**src/rtl/control_unit_if.sv**
```systemverilog
// control_unit_if
// Groups the opcode handshake and the registered decode outputs of the
// control unit into one bundle.
//   En           - pipeline-advance strobe (master -> slave)
//   Opcode       - 3-bit instruction opcode (master -> slave)
//   En_write_reg - registered accumulator/register-file write enable
//   En_write_mem - registered data-memory write enable
//   ALU_OP       - registered ALU operation code
//   Halted       - sticky halt flag, only when CONTROL_UNIT_HALT_EN is defined
// Modports: master (instruction side / testbench), slave (control_unit).
interface control_unit_if;
  logic       En;
  logic [2:0] Opcode;
  logic       En_write_reg;
  logic       En_write_mem;
  logic [2:0] ALU_OP;

`ifdef CONTROL_UNIT_HALT_EN
  logic       Halted;

  modport master (
    output En, Opcode,
    input  En_write_reg, En_write_mem, ALU_OP, Halted
  );

  modport slave (
    input  En, Opcode,
    output En_write_reg, En_write_mem, ALU_OP, Halted
  );
`else
  modport master (
    output En, Opcode,
    input  En_write_reg, En_write_mem, ALU_OP
  );

  modport slave (
    input  En, Opcode,
    output En_write_reg, En_write_mem, ALU_OP
  );
`endif
endinterface

```
**src/rtl/control_unit.sv**
```systemverilog
// control_unit
// Opcode decoder for the 8-bit CPU. On every rising Clk edge where En=1 the
// opcode is decoded into registered write enables for the register file and
// data memory, and the opcode itself is registered as the ALU operation.
// While En=0 the outputs hold. All outputs come straight from flops.
// Ports:
//   Clk   - system clock, rising edge
//   Reset - asynchronous, active-high; clears all state immediately
//   bus   - control_unit_if.slave (En, Opcode in; En_write_reg,
//           En_write_mem, ALU_OP and optionally Halted out)
// Optional feature macro: CONTROL_UNIT_HALT_EN
//   Defined   - an accepted HLT (opcode 000) sets a sticky Halted flag and
//               freezes all outputs until Reset.
//   Undefined - HLT is an ordinary no-write decode; no Halted port.
module control_unit #(
  parameter int OPCODE_W = 3,
  parameter int ALU_OP_W = 3
) (
  input  logic          Clk,
  input  logic          Reset,
  control_unit_if.slave bus
);

  logic [OPCODE_W-1:0] opcode;
  logic                dec_reg;
  logic                dec_mem;
  logic [ALU_OP_W-1:0] dec_alu;
  logic                load;

  logic                reg_q;
  logic                mem_q;
  logic [ALU_OP_W-1:0] alu_q;

  assign opcode = bus.Opcode;

  // Decode table. Only STO writes memory and only ADD/AND/XOR/LDA write the
  // register file, so the two enables can never be high together. Any
  // unknown opcode value lands in the default arm and behaves like 000.
  always_comb begin
    dec_reg = 1'b0;
    dec_mem = 1'b0;
    dec_alu = '0;
    case (opcode)
      3'b000, 3'b001, 3'b111: begin
        dec_alu = opcode;
      end
      3'b010, 3'b011, 3'b100, 3'b101: begin
        dec_reg = 1'b1;
        dec_alu = opcode;
      end
      3'b110: begin
        dec_mem = 1'b1;
        dec_alu = opcode;
      end
      default: begin
        dec_reg = 1'b0;
        dec_mem = 1'b0;
        dec_alu = '0;
      end
    endcase
  end

`ifdef CONTROL_UNIT_HALT_EN
  typedef enum logic {
    RUN    = 1'b0,
    HALTED = 1'b1
  } state_t;

  state_t state_q;
  state_t state_d;

  // Halt state register; only Reset leaves HALTED.
  always_ff @(posedge Clk or posedge Reset) begin
    if (Reset) begin
      state_q <= RUN;
    end else begin
      state_q <= state_d;
    end
  end

  // The HLT that causes the halt is itself loaded at the same edge, so the
  // frozen outputs show the HLT decode (no writes, ALU_OP=000).
  always_comb begin
    state_d = state_q;
    load    = 1'b0;
    case (state_q)
      RUN: begin
        load = bus.En;
        if (bus.En && (opcode == 3'b000)) begin
          state_d = HALTED;
        end
      end
      HALTED: begin
        load = 1'b0;
      end
      default: begin
        state_d = RUN;
      end
    endcase
  end

  assign bus.Halted = (state_q == HALTED);
`else
  assign load = bus.En;
`endif

  // Output registers: load the decode on an accepted edge, otherwise hold.
  always_ff @(posedge Clk or posedge Reset) begin
    if (Reset) begin
      reg_q <= 1'b0;
      mem_q <= 1'b0;
      alu_q <= '0;
    end else if (load) begin
      reg_q <= dec_reg;
      mem_q <= dec_mem;
      alu_q <= dec_alu;
    end
  end

  assign bus.En_write_reg = reg_q;
  assign bus.En_write_mem = mem_q;
  assign bus.ALU_OP       = alu_q;

endmodule

```
**src/flat_wrapper.sv**
```systemverilog
// flat-port wrapper written by rule: the top's interface ports become plain ports
module control_unit_flat 
#(
  parameter int OPCODE_W = 3,
  parameter int ALU_OP_W = 3
)
  (Clk, Reset, bus_En, bus_Opcode, bus_En_write_reg, bus_En_write_mem, bus_ALU_OP);
  control_unit_if bus_i ();
  input  logic Clk;
  input  logic Reset;
  input wire logic [$bits(bus_i.En)-1:0] bus_En;
  input wire logic [$bits(bus_i.Opcode)-1:0] bus_Opcode;
  output wire logic [$bits(bus_i.En_write_reg)-1:0] bus_En_write_reg;
  output wire logic [$bits(bus_i.En_write_mem)-1:0] bus_En_write_mem;
  output wire logic [$bits(bus_i.ALU_OP)-1:0] bus_ALU_OP;
  assign bus_i.En = bus_En;
  assign bus_i.Opcode = bus_Opcode;
  assign bus_En_write_reg = bus_i.En_write_reg;
  assign bus_En_write_mem = bus_i.En_write_mem;
  assign bus_ALU_OP = bus_i.ALU_OP;
  control_unit #(.OPCODE_W(OPCODE_W), .ALU_OP_W(ALU_OP_W)) u_core (.Clk(Clk), .Reset(Reset), .bus(bus_i));
endmodule
```
**config.mk**
```make
export PLATFORM = sky130hd
export DESIGN_NAME = control_unit_flat
export DESIGN_NICKNAME = d
export VERILOG_FILES = /design/src/rtl/control_unit_if.sv /design/src/rtl/control_unit.sv /design/src/flat_wrapper.sv
export SDC_FILE = /design/constraint.sdc
export NUM_CORES = 1
export LEC_CHECK = 0
export CELL_PAD_IN_SITES_DETAIL_PLACEMENT = 0
export CELL_PAD_IN_SITES_GLOBAL_PLACEMENT = 2
export CORE_AREA = 2 2 39 41
export DETAILED_ROUTE_END_ITERATION = 10
export DIE_AREA = 0 0 41 43
export GPL_ROUTABILITY_DRIVEN = 0
export PLACE_DENSITY = 0.61
export SYNTH_ARGS = -nofsm -noshare
export SYNTH_HDL_FRONTEND = slang
export SYNTH_SLANG_ARGS = --single-unit
```
**constraint.sdc**
```tcl
create_clock -name Clk -period 1.3 [get_ports Clk]
set_input_delay 0.26 -clock Clk [delete_from_list [all_inputs] [get_ports Clk]]
set_output_delay 0.26 -clock Clk [all_outputs]
set_load 0.05 [all_outputs]
```
# Word level (Yosys, flattened, before mapping)
# Index checks and enable logic that the tools add are counted.
# totals
ff_bits	5
# classes
n_eq_ne	7
n_reduce_logical	3
muxes	3
# op_table
operator	count
$eq 3x3->1 const B	4
$reduce_or 8->1	1
$eq 3x2->1 const B	2
$reduce_or 4->1	1
$eq 3x1->1 const B	1
$logic_not 3->1	1
$mux 3	1
$mux 1	2

# Depth between registers and ports, before layout
# depth
word_depth	3
mapped_depth	3

# Least setup slack after synthesis
# OpenSTA, ideal clock, no wires.
# synth_timing
path_kind	reg-to-reg
start	register u_core.bus.ALU_OP[0] (netlist name)
end	register u_core.alu_q[0], in the netlist u_core.bus.ALU_OP[0]
synth_period_minus_slack_ns	0.994
slack_ns	0.306
setup_time_ns	0.125
path_stages_with_launch	2
required_time_ns	1.175
arrival_ns	0.869
cell_sequence	dfrtp_1 > mux2_4
# synth_lines
element	line_no	text
end signal: assignment	control_unit.sv:116	alu_q <= dec_alu;
end: declaration	control_unit.sv:32	logic [ALU_OP_W-1:0] alu_q;

# Final worst setup path
# layout_timing
start	input bus_En
end	register u_core.alu_q[2], in the netlist u_core.bus.ALU_OP[2]
# layout_lines
element	line_no	text
start: declaration	flat_wrapper.sv:11	input wire logic [$bits(bus_i.En)-1:0] bus_En;
# No word-level cell between the ends.

==> metrics.cfg <==
[run_status]
status = finished, final reports clean

[timing]
setup_viol = 0
min_period_over_period_pct = 86.18
fin_ws_ns = 0.1797
relSlewSlack_pct = 78.77
final-hold-violation-count = 0
rsz0062_at_grt = no
skew_ns = 0
min_period_ns = 1.120
final-max-slew-violation-count = 0
fmax_mhz = 892.6
worstMarginPinSlew_ns = 0.3174
fin_hold_ws_ns = 0.2235

[worst_setup_path]
critPathRequiredTime_ns = 1.42
endpoint_kind = flip-flop
startpoint_type = input port
crit_buf_inv = 1
crit_fanout = 7
worstPathCellList = clkdlybuf4s50_1 -> mux2_4
cpPeakStageDelay_ns = 0.65
cpMaxStageDelayCell = clkdlybuf4s50_1
arrival_ns = 1.24
cp_top_family = buffers and inverters
worstSetupPathType = input port to flip-flop

[global_routing]
grt_max_degree = 8
gr-usage-met3_pct = 5.759
antenna_found_initial = 0
use_met2_pct = 5.625
met1_usage_pct = 9.150
overflow = 0
busiest_layer = met1
grt_first_pass_wirelength_um = 683
grt_pass1_vias = 163
track_usage_pct = 6.963

[power]
power.leakage_nw = 0.1802
finalPower_mw = 0.5326
ir_drop_mv = 0.5199
powerDensity_nw_per_um2 = 1314

[cells_and_area]
ff_latch_area_um2 = 125.1
multiInputGateArea_um2 = 76.32
diodes = 0
drive_gt1_share_pct = 37.93
largest_reg_flops = 3
nFillCells = 145
final_core_util_pct = 29.29
area_growth_pct = 84.09
num-nets-final = 36

[synthesis]
ys_top_cells_by_area = dfrtp_1 57%, mux2_4 20%, buf_6 5.1%
synth_top_area_share_pct = 56.82
syn_inst = 16
synth_nets = 22
synth_ff_type = dfrtp_1
synthDistinctLibCells = 9
synth_area_leader_cell = dfrtp_1
synth_common_cells = 5 x dfrtp_1, 3 x mux2_4, 2 x inv_1
synth-edff-count = 0
synth_area_um2 = 220.2
ys_seq_area_share_pct = 56.82
yosysMostFrequentCell = dfrtp_1
syn_avg_cell_area_um2 = 13.76
ys_ff_latch = 5
yosys_warnings = 0
synth_async_sr_flop_share_pct = 100.0

[route]
postRouteAntennaNets = 0
vias_per_cell = 3.711
dr.pass1.iters = 4
routed_wl_um = 446
wl_per_cell_um = 9.911
vias = 167
drcViolationCount = 0
drtIter0Drc = 6

[flow_run]
timing.max_cap.violations = 0

[cts]
cts_sinks = 5
cts_hold_buf = 0
root_buffer = clkbuf_4
htreeDepth = 1
clk_pin_slew_ns = 0.04
tritoncts = done
clock_path_buffers = 2
cts_resized = 0
cts_setup_buffers = 0
cts_buffers = 3
worstSkewPairLatency_ns = 0.24

[floorplan]
die-area_um2 = 1763
rows = 14
die_x_um = 41
ioPinCount = 11
coreArea_um2 = 1384
fp.dieH_um = 43
initial_core_util_pct = 15.91

[placed_design]
numPortBuffers = 10
dpl.hpwl_um = 328.7
preCtsSetupSlack_ns = -0.05914

[min_path]
hp-class = input port to async pin

==> logic make-up (layout without fill, tap and decap cells) <==
logic type | count (synthesis) | after routing | share of synthesized area [%]
flip-flops | 5 | 5 | 56.82
multiplexers | 3 | 3 | 20.45
buffers and inverters | 3 | 16 | 8.524
AO/OA/AOI/OAI | 2 | 2 | 4.541
AND/OR/NAND/NOR | 2 | 2 | 5.681
XOR/XNOR | 1 | 1 | 3.978
==> routing by layer <==
layer	wire, µm	vias to the layer above
met2	159	11
met1	220	76
met4	0	0
met5	0	-
met3	66	0
li1	-	80
==> final cells by class <==
| class | instances | area share (%) |
|---|---|---|
| Clock buffer | 4 | 6.481 |
| Multi-Input combinational cell | 8 | 18.83 |
| Inverter | 2 | 1.852 |
| Sequential cell | 5 | 30.86 |
| Tap cell | 16 | 4.938 |
| Timing Repair Buffer | 10 | 37.04 |
==> cells in the final DEF (no fill, tap or decap) <==
| cell | instances |
|---|---|
| clkdlybuf4s50_1 | 5 |
| buf_12 | 5 |
| dfrtp_1 | 5 |
| mux2_4 | 3 |
| clkbuf_4 | 3 |
| inv_1 | 2 |
| nand4b_1 | 1 |
| o21ai_0 | 1 |
| xnor2_1 | 1 |
| nor2_1 | 1 |
| a21oi_1 | 1 |
| clkbuf_1 | 1 |
==> where the power goes <==
part	leakage, nW	switching (mW)	total, mW	internal [mW]
clock	0.0150	0.0638	0.180	0.116
sequential	0.0597	0.0171	0.188	0.171
combinational	0.105	0.0763	0.164	0.0882
==> per-stage QoR <==
| stage | cells | area [µm²] | setup TNS (ns) |
|---|---|---|---|
| after CTS | 45 | 405.4 | 0 |
| after global routing | 45 | 405.4 | 0 |
| after floorplan | 16 | 220.2 | 0 |
| final | 45 | 405.4 | 0 |
| after detailed placement | 41 | 379.1 | -0.1691 |
| after global placement | 41 | 379.1 | -0.1363 |
==> path summary, 6_finish.rpt <==
kind	from	endpoint	slack [ns]	depth (start not counted)
setup reg to reg	u_core.bus.ALU_OP[2]	u_core.bus.ALU_OP[2]	0.50	1
hold reg to reg	u_core.bus.ALU_OP[1]	u_core.bus.ALU_OP[1]	0.58	1
max in group asynchronous	Reset	u_core.bus.ALU_OP[2]	0.91	2
min in group Clk	u_core.bus.ALU_OP[1]	u_core.bus.ALU_OP[1]	0.58	1
setup / recovery	bus_En	u_core.bus.ALU_OP[2]	0.18	2
hold / removal	Reset	u_core.bus.ALU_OP[1]	0.22	2
No activity file was read; power rests on OpenSTA's default activity.
